File: config.mk
export PLATFORM = sky130hd
export DESIGN_NAME = mem_port_arbiter
export DESIGN_NICKNAME = d
export VERILOG_FILES = /design/src/rtl/mem_port_arbiter.sv
export SDC_FILE = /design/constraint.sdc
export NUM_CORES = 1
export LEC_CHECK = 0
export BUFFER_PORTS_ARGS = -buffer_cell sky130_fd_sc_hd__buf_2
export CORE_ASPECT_RATIO = 0.9
export CORE_UTILIZATION = 44
export DETAILED_ROUTE_END_ITERATION = 8
export PLACE_DENSITY = 0.8
export RECOVER_POWER = 50
export SYNTH_ARGS = -nofsm -noshare
export SYNTH_HDL_FRONTEND = slang
export SYNTH_SLANG_ARGS = --single-unit
File: constraint.sdc
create_clock -name clock -period 3.65 [get_ports clock]
set_input_delay 0 -clock clock [delete_from_list [all_inputs] [get_ports clock]]
set_output_delay 0 -clock clock [all_outputs]
set_load 0.01 [all_outputs]
File: src/rtl/mem_port_arbiter.sv
// rtl/mem_port_arbiter.sv - shares one single-ported backing memory between instruction refill and data ports
//
// Purpose: fixed-priority arbiter (data first) with a starvation guard for the
// instruction port. One transaction in flight at a time: IDLE -> ISSUE -> WAIT -> RESP.
//
// Ports:
//   clock, reset        single clock, asynchronous active-high reset
//   i_req/i_addr        instruction refill request (read-only), byte address
//   i_ack/i_rdata       one-cycle completion pulse, returned word (held until next i_ack)
//   d_req/d_we/d_addr/d_wdata  data request, write flag, byte address, store data
//   d_ack/d_rdata       one-cycle completion pulse, read data (unchanged by writes)
//   mem_en/mem_we/mem_addr/mem_wdata/mem_rdata  backing memory interface
//   busy                high in every state except IDLE
module mem_port_arbiter #(
   parameter int MEM_LATENCY  = 2,
   parameter int ADDR_W       = 8,
   parameter int STARVE_LIMIT = 3
) (
   input  logic              clock,
   input  logic              reset,
   input  logic              i_req,
   input  logic [31:0]       i_addr,
   output logic              i_ack,
   output logic [31:0]       i_rdata,
   input  logic              d_req,
   input  logic              d_we,
   input  logic [31:0]       d_addr,
   input  logic [31:0]       d_wdata,
   output logic              d_ack,
   output logic [31:0]       d_rdata,
   output logic              mem_en,
   output logic              mem_we,
   output logic [ADDR_W-1:0] mem_addr,
   output logic [31:0]       mem_wdata,
   input  logic [31:0]       mem_rdata,
   output logic              busy
);

   localparam int CNT_W = (MEM_LATENCY > 2) ? $clog2(MEM_LATENCY) : 1;
   localparam int SC_W  = (STARVE_LIMIT > 0) ? $clog2(STARVE_LIMIT + 1) : 1;

   typedef enum logic [1:0] {S_IDLE, S_ISSUE, S_WAIT, S_RESP} state_t;

   state_t              r_state;
   state_t              w_next;
   logic                r_win_i;
   logic                r_we;
   logic [ADDR_W-1:0]   r_addr;
   logic [31:0]         r_wdata;
   logic [CNT_W-1:0]    r_cnt;
   logic [SC_W-1:0]     r_starve;
   logic [31:0]         r_i_rdata;
   logic [31:0]         r_d_rdata;
   logic                w_any_req;
   logic                w_pick_i;
   logic                w_capture;
   logic                w_unused;

   // Word address only: byte offset and bits above the memory size are dropped.
   assign w_unused = ^{i_addr[31:ADDR_W+2], i_addr[1:0], d_addr[31:ADDR_W+2], d_addr[1:0]};

   assign w_any_req = i_req | d_req;
   // Instruction wins when alone, or when data has already won STARVE_LIMIT times in a row.
   assign w_pick_i  = i_req & (~d_req | (r_starve == SC_W'(STARVE_LIMIT)));
   // Read data is registered on the edge that enters RESP.
   assign w_capture = ((r_state == S_WAIT) && (r_cnt == CNT_W'(1))) ||
                      ((r_state == S_ISSUE) && (MEM_LATENCY == 1));

   always_ff @(posedge clock or posedge reset) begin
      if (reset) begin
         r_state   <= S_IDLE;
         r_win_i   <= 1'b0;
         r_we      <= 1'b0;
         r_addr    <= '0;
         r_wdata   <= '0;
         r_cnt     <= '0;
         r_starve  <= '0;
         r_i_rdata <= '0;
         r_d_rdata <= '0;
      end else begin
         r_state <= w_next;
         if ((r_state == S_IDLE) && w_any_req) begin
            r_win_i <= w_pick_i;
            r_addr  <= w_pick_i ? i_addr[ADDR_W+1:2] : d_addr[ADDR_W+1:2];
            r_we    <= ~w_pick_i & d_we;
            r_wdata <= w_pick_i ? 32'd0 : d_wdata;
            if (w_pick_i || !i_req) begin
               r_starve <= '0;
            end else if (r_starve != SC_W'(STARVE_LIMIT)) begin
               r_starve <= r_starve + SC_W'(1);
            end
         end
         if (r_state == S_ISSUE) begin
            r_cnt <= CNT_W'(MEM_LATENCY - 1);
         end else if (r_state == S_WAIT) begin
            r_cnt <= r_cnt - CNT_W'(1);
         end
         if (w_capture) begin
            if (r_win_i) begin
               r_i_rdata <= mem_rdata;
            end else if (!r_we) begin
               r_d_rdata <= mem_rdata;
            end
         end
      end
   end

   always_comb begin
      w_next    = r_state;
      mem_en    = 1'b0;
      mem_we    = 1'b0;
      i_ack     = 1'b0;
      d_ack     = 1'b0;
      busy      = 1'b1;
      mem_addr  = r_addr;
      mem_wdata = r_wdata;
      i_rdata   = r_i_rdata;
      d_rdata   = r_d_rdata;
      case (r_state)
         S_IDLE: begin
            busy = 1'b0;
            if (w_any_req) begin
               w_next = S_ISSUE;
            end
         end
         S_ISSUE: begin
            mem_en = 1'b1;
            mem_we = r_we;
            w_next = (MEM_LATENCY == 1) ? S_RESP : S_WAIT;
         end
         S_WAIT: begin
            if (r_cnt == CNT_W'(1)) begin
               w_next = S_RESP;
            end
         end
         S_RESP: begin
            i_ack  = r_win_i;
            d_ack  = ~r_win_i;
            w_next = S_IDLE;
         end
         default: w_next = S_IDLE;
      endcase
   end

endmodule

==> metrics <==
outcome completed; vias in the first global route 3575; Worst EP arrival 2650 ps; initial core utilization 46.4%; Crit. Startpoint r_state[0]; routed wire length 11.4 mm; DR vias/cell 5.05; Synth top area share 64.2%; P per Cell Area 808 nW/um^2; most area-consuming cells after synthesis dfrtp_1 64%, mux2_2 16%, a22o_1 6.7%; CTS tree yes; Final setup violation count 0; maximum capacitance violations 0; Yosys top cell by area dfrtp_1; die width 107 um; CTS Buf Count 9; worst reg2reg endpoint mem_wdata[18]; height of the chip 96.1 um; hpwl dp 6.76 mm; CTS Root Buffer Type clkbuf_8; post-synthesis cell type count 27; global-route wire length before repair 17.5 mm; crit-path max FO 45; VDD IR-drop max 394 uV; fraction of layout cells with a size suffix above 1 30.6%; Vias 3493; endpoint class of the critical path flop; reg2reg path depth 5; Max clock buf depth 2; critical path class reg -> reg; Cells after Synth 291; Max Clk Rate 425 MHz; fin nets 702; count leader, synth dfrtp_1; crit path time final 2350 ps; Worst-Skew Late Latency 350 ps; overall die area 10200 um^2; core area 9330 um^2; worst slack at placement 1330 ps; Pleak 2.81 nW; gr ovfl total 0; Tcrit/Tclk final 64.5%; I/O pin cnt 242; Post-synth top flop dfrtp_1; first-pass detailed-route iteration total 4; RSZ-0062 raised after global routing no; synth-to-layout area growth 44.1%; clock sinks 111; post-route setup slack 1300 ps; Detail Route Antenna Nets 0; ANT cells 0; FF-to-FF Start r_state[0]; initial antenna violation count 0; syn_area_per_cell 14.9 um^2; Tot GR Track Use 22.4%; final setup skew 7.94 ps; Iteration-0 DRC Markers 174; Final TNS setup 0 ps; largest net degree at the start of global routing 81; Seq/Total Area, Yosys 64.2%; Critical Path RT 3940 ps; flop and latch count out of synthesis 111; Post-Syn Nets 429; Slew Viols, Final 0; IO Port Bufs 193; CP Launch Type flop; worst slew pin tran 1210 ps; Clock transition at path regs 100 ps; GPL Wtd Cong 0.817; top cells by count, synth 111 x dfrtp_1, 62 x mux2_2, 33 x a22o_1; worst setup path endpoint mem_wdata[18]; Min-Delay Path Class in -> reg; post-synthesis async set-or-reset flop share 100%; H-Tree Level Count 3; DR DRC count 0; EDFF count, synth 0; Site Rows 33; Slew HR 19.3%; hold slack 38.4 ps; wire per inst 16.4 um; r2r setup slk 1300 ps; Final Power 5.04 mW; Synth Cell Area 4330 um^2; Hold Vio Cnt, Final 0; synthesis warning total 0
## worst max-delay path: stages (launching register included)
cell	delay, ps
dfrtp_1	420
inv_1	100
ha_1	320
o21ai_4	360
a21oi_4	800
a22o_1	260
## worst min-delay path by stage
stage | start | to | slack, ps | cells after the start
after floorplan | d_wdata[25] | mem_wdata[25] | 130 | 1
after global placement | d_wdata[17] | mem_wdata[17] | 220 | 2
after detailed placement | d_wdata[27] | mem_wdata[27] | 220 | 2
after CTS | i_addr[9] | mem_addr[7] | 20 | 3
after global routing | i_addr[9] | mem_addr[7] | 40 | 3
final | i_addr[9] | mem_addr[7] | 40 | 3
## per-stage QoR
stage                     utilization, %  area [um^2]  cells
after floorplan                        -         4330    291
after global placement              57.4         5360    594
after detailed placement            57.4         5360    594
after CTS                           68.2         6370    691
after global routing                66.8         6240    691
final                               66.8         6240    691
## per-layer routing
layer	GRT usage, %	vias up	share of wire, %
met1	26.9	1686	41
met3	5.75	19	7.7
met2	39.7	186	49
met4	7.08	0	1.7
met5	0	-	0
li1	-	1602	-
## power by group
| group | switching [mW] | total (mW) | internal, mW |
|---|---|---|---|
| clock network | 0.412 | 0.739 | 0.326 |
| logic | 1.10 | 2.11 | 1.01 |
| registers | 0.355 | 2.19 | 1.83 |
| total | 1.87 | 5.04 | 3.17 |
## final cells by class
type | instances | area (um^2)
Clock buffer | 9 | 124
Clock inverter | 7 | 78.8
Fill cell | 732 | 3090
Inverter | 7 | 28.8
Multi-Input combinational cell | 158 | 1410
Sequential cell | 111 | 2780
Tap cell | 122 | 153
Timing Repair Buffer | 277 | 1670
## sequential cells by signal, summed over array words and instances, names as in the netlist
| register | cells |
|---|---|
| r_state | 2 |
| i_rdata | 32 |
| mem_addr | 8 |
| mem_wdata | 32 |
| r_win_i | 1 |
| r_we | 1 |
| r_starve | 2 |
| r_cnt | 1 |
| d_rdata | 32 |
## kinds of logic after synthesis
group	after synthesis	share of synthesized area [%]
simple gates	23	2.66
fa+ha+maj	5	1.45
flops	111	64.2
mux	65	16.9
compound gates	65	11.5
buf+inv	22	3.30
## timing repair
action,4_1_cts,5_1_grt
buffers inserted,0,0
hold endpoints to repair,184,0
hold buffers,81,0
resized for setup,0,0
## cell usage in the layout (no fill, tap or decap), drive strengths merged
| master | n |
|---|---|
| a21oi | 9 |
| a22o | 33 |
| a31oi | 8 |
| a32o | 1 |
| and2 | 2 |
| and2b | 1 |
| buf | 91 |
| bufinv | 1 |
| clkbuf | 114 |
| clkinv | 3 |
| dfrtp | 111 |
| dlygate4sd3 | 81 |
| ha | 5 |
| inv | 10 |
| mux2 | 65 |
| nand2 | 4 |
| nand2b | 1 |
| nand3 | 2 |
| nor2 | 11 |
| nor2b | 1 |
| nor3 | 1 |
| o21a | 1 |
| o21ai | 11 |
| o22a | 1 |
| o32a | 1 |
Note: power is estimated with default switching activity, not from simulation.
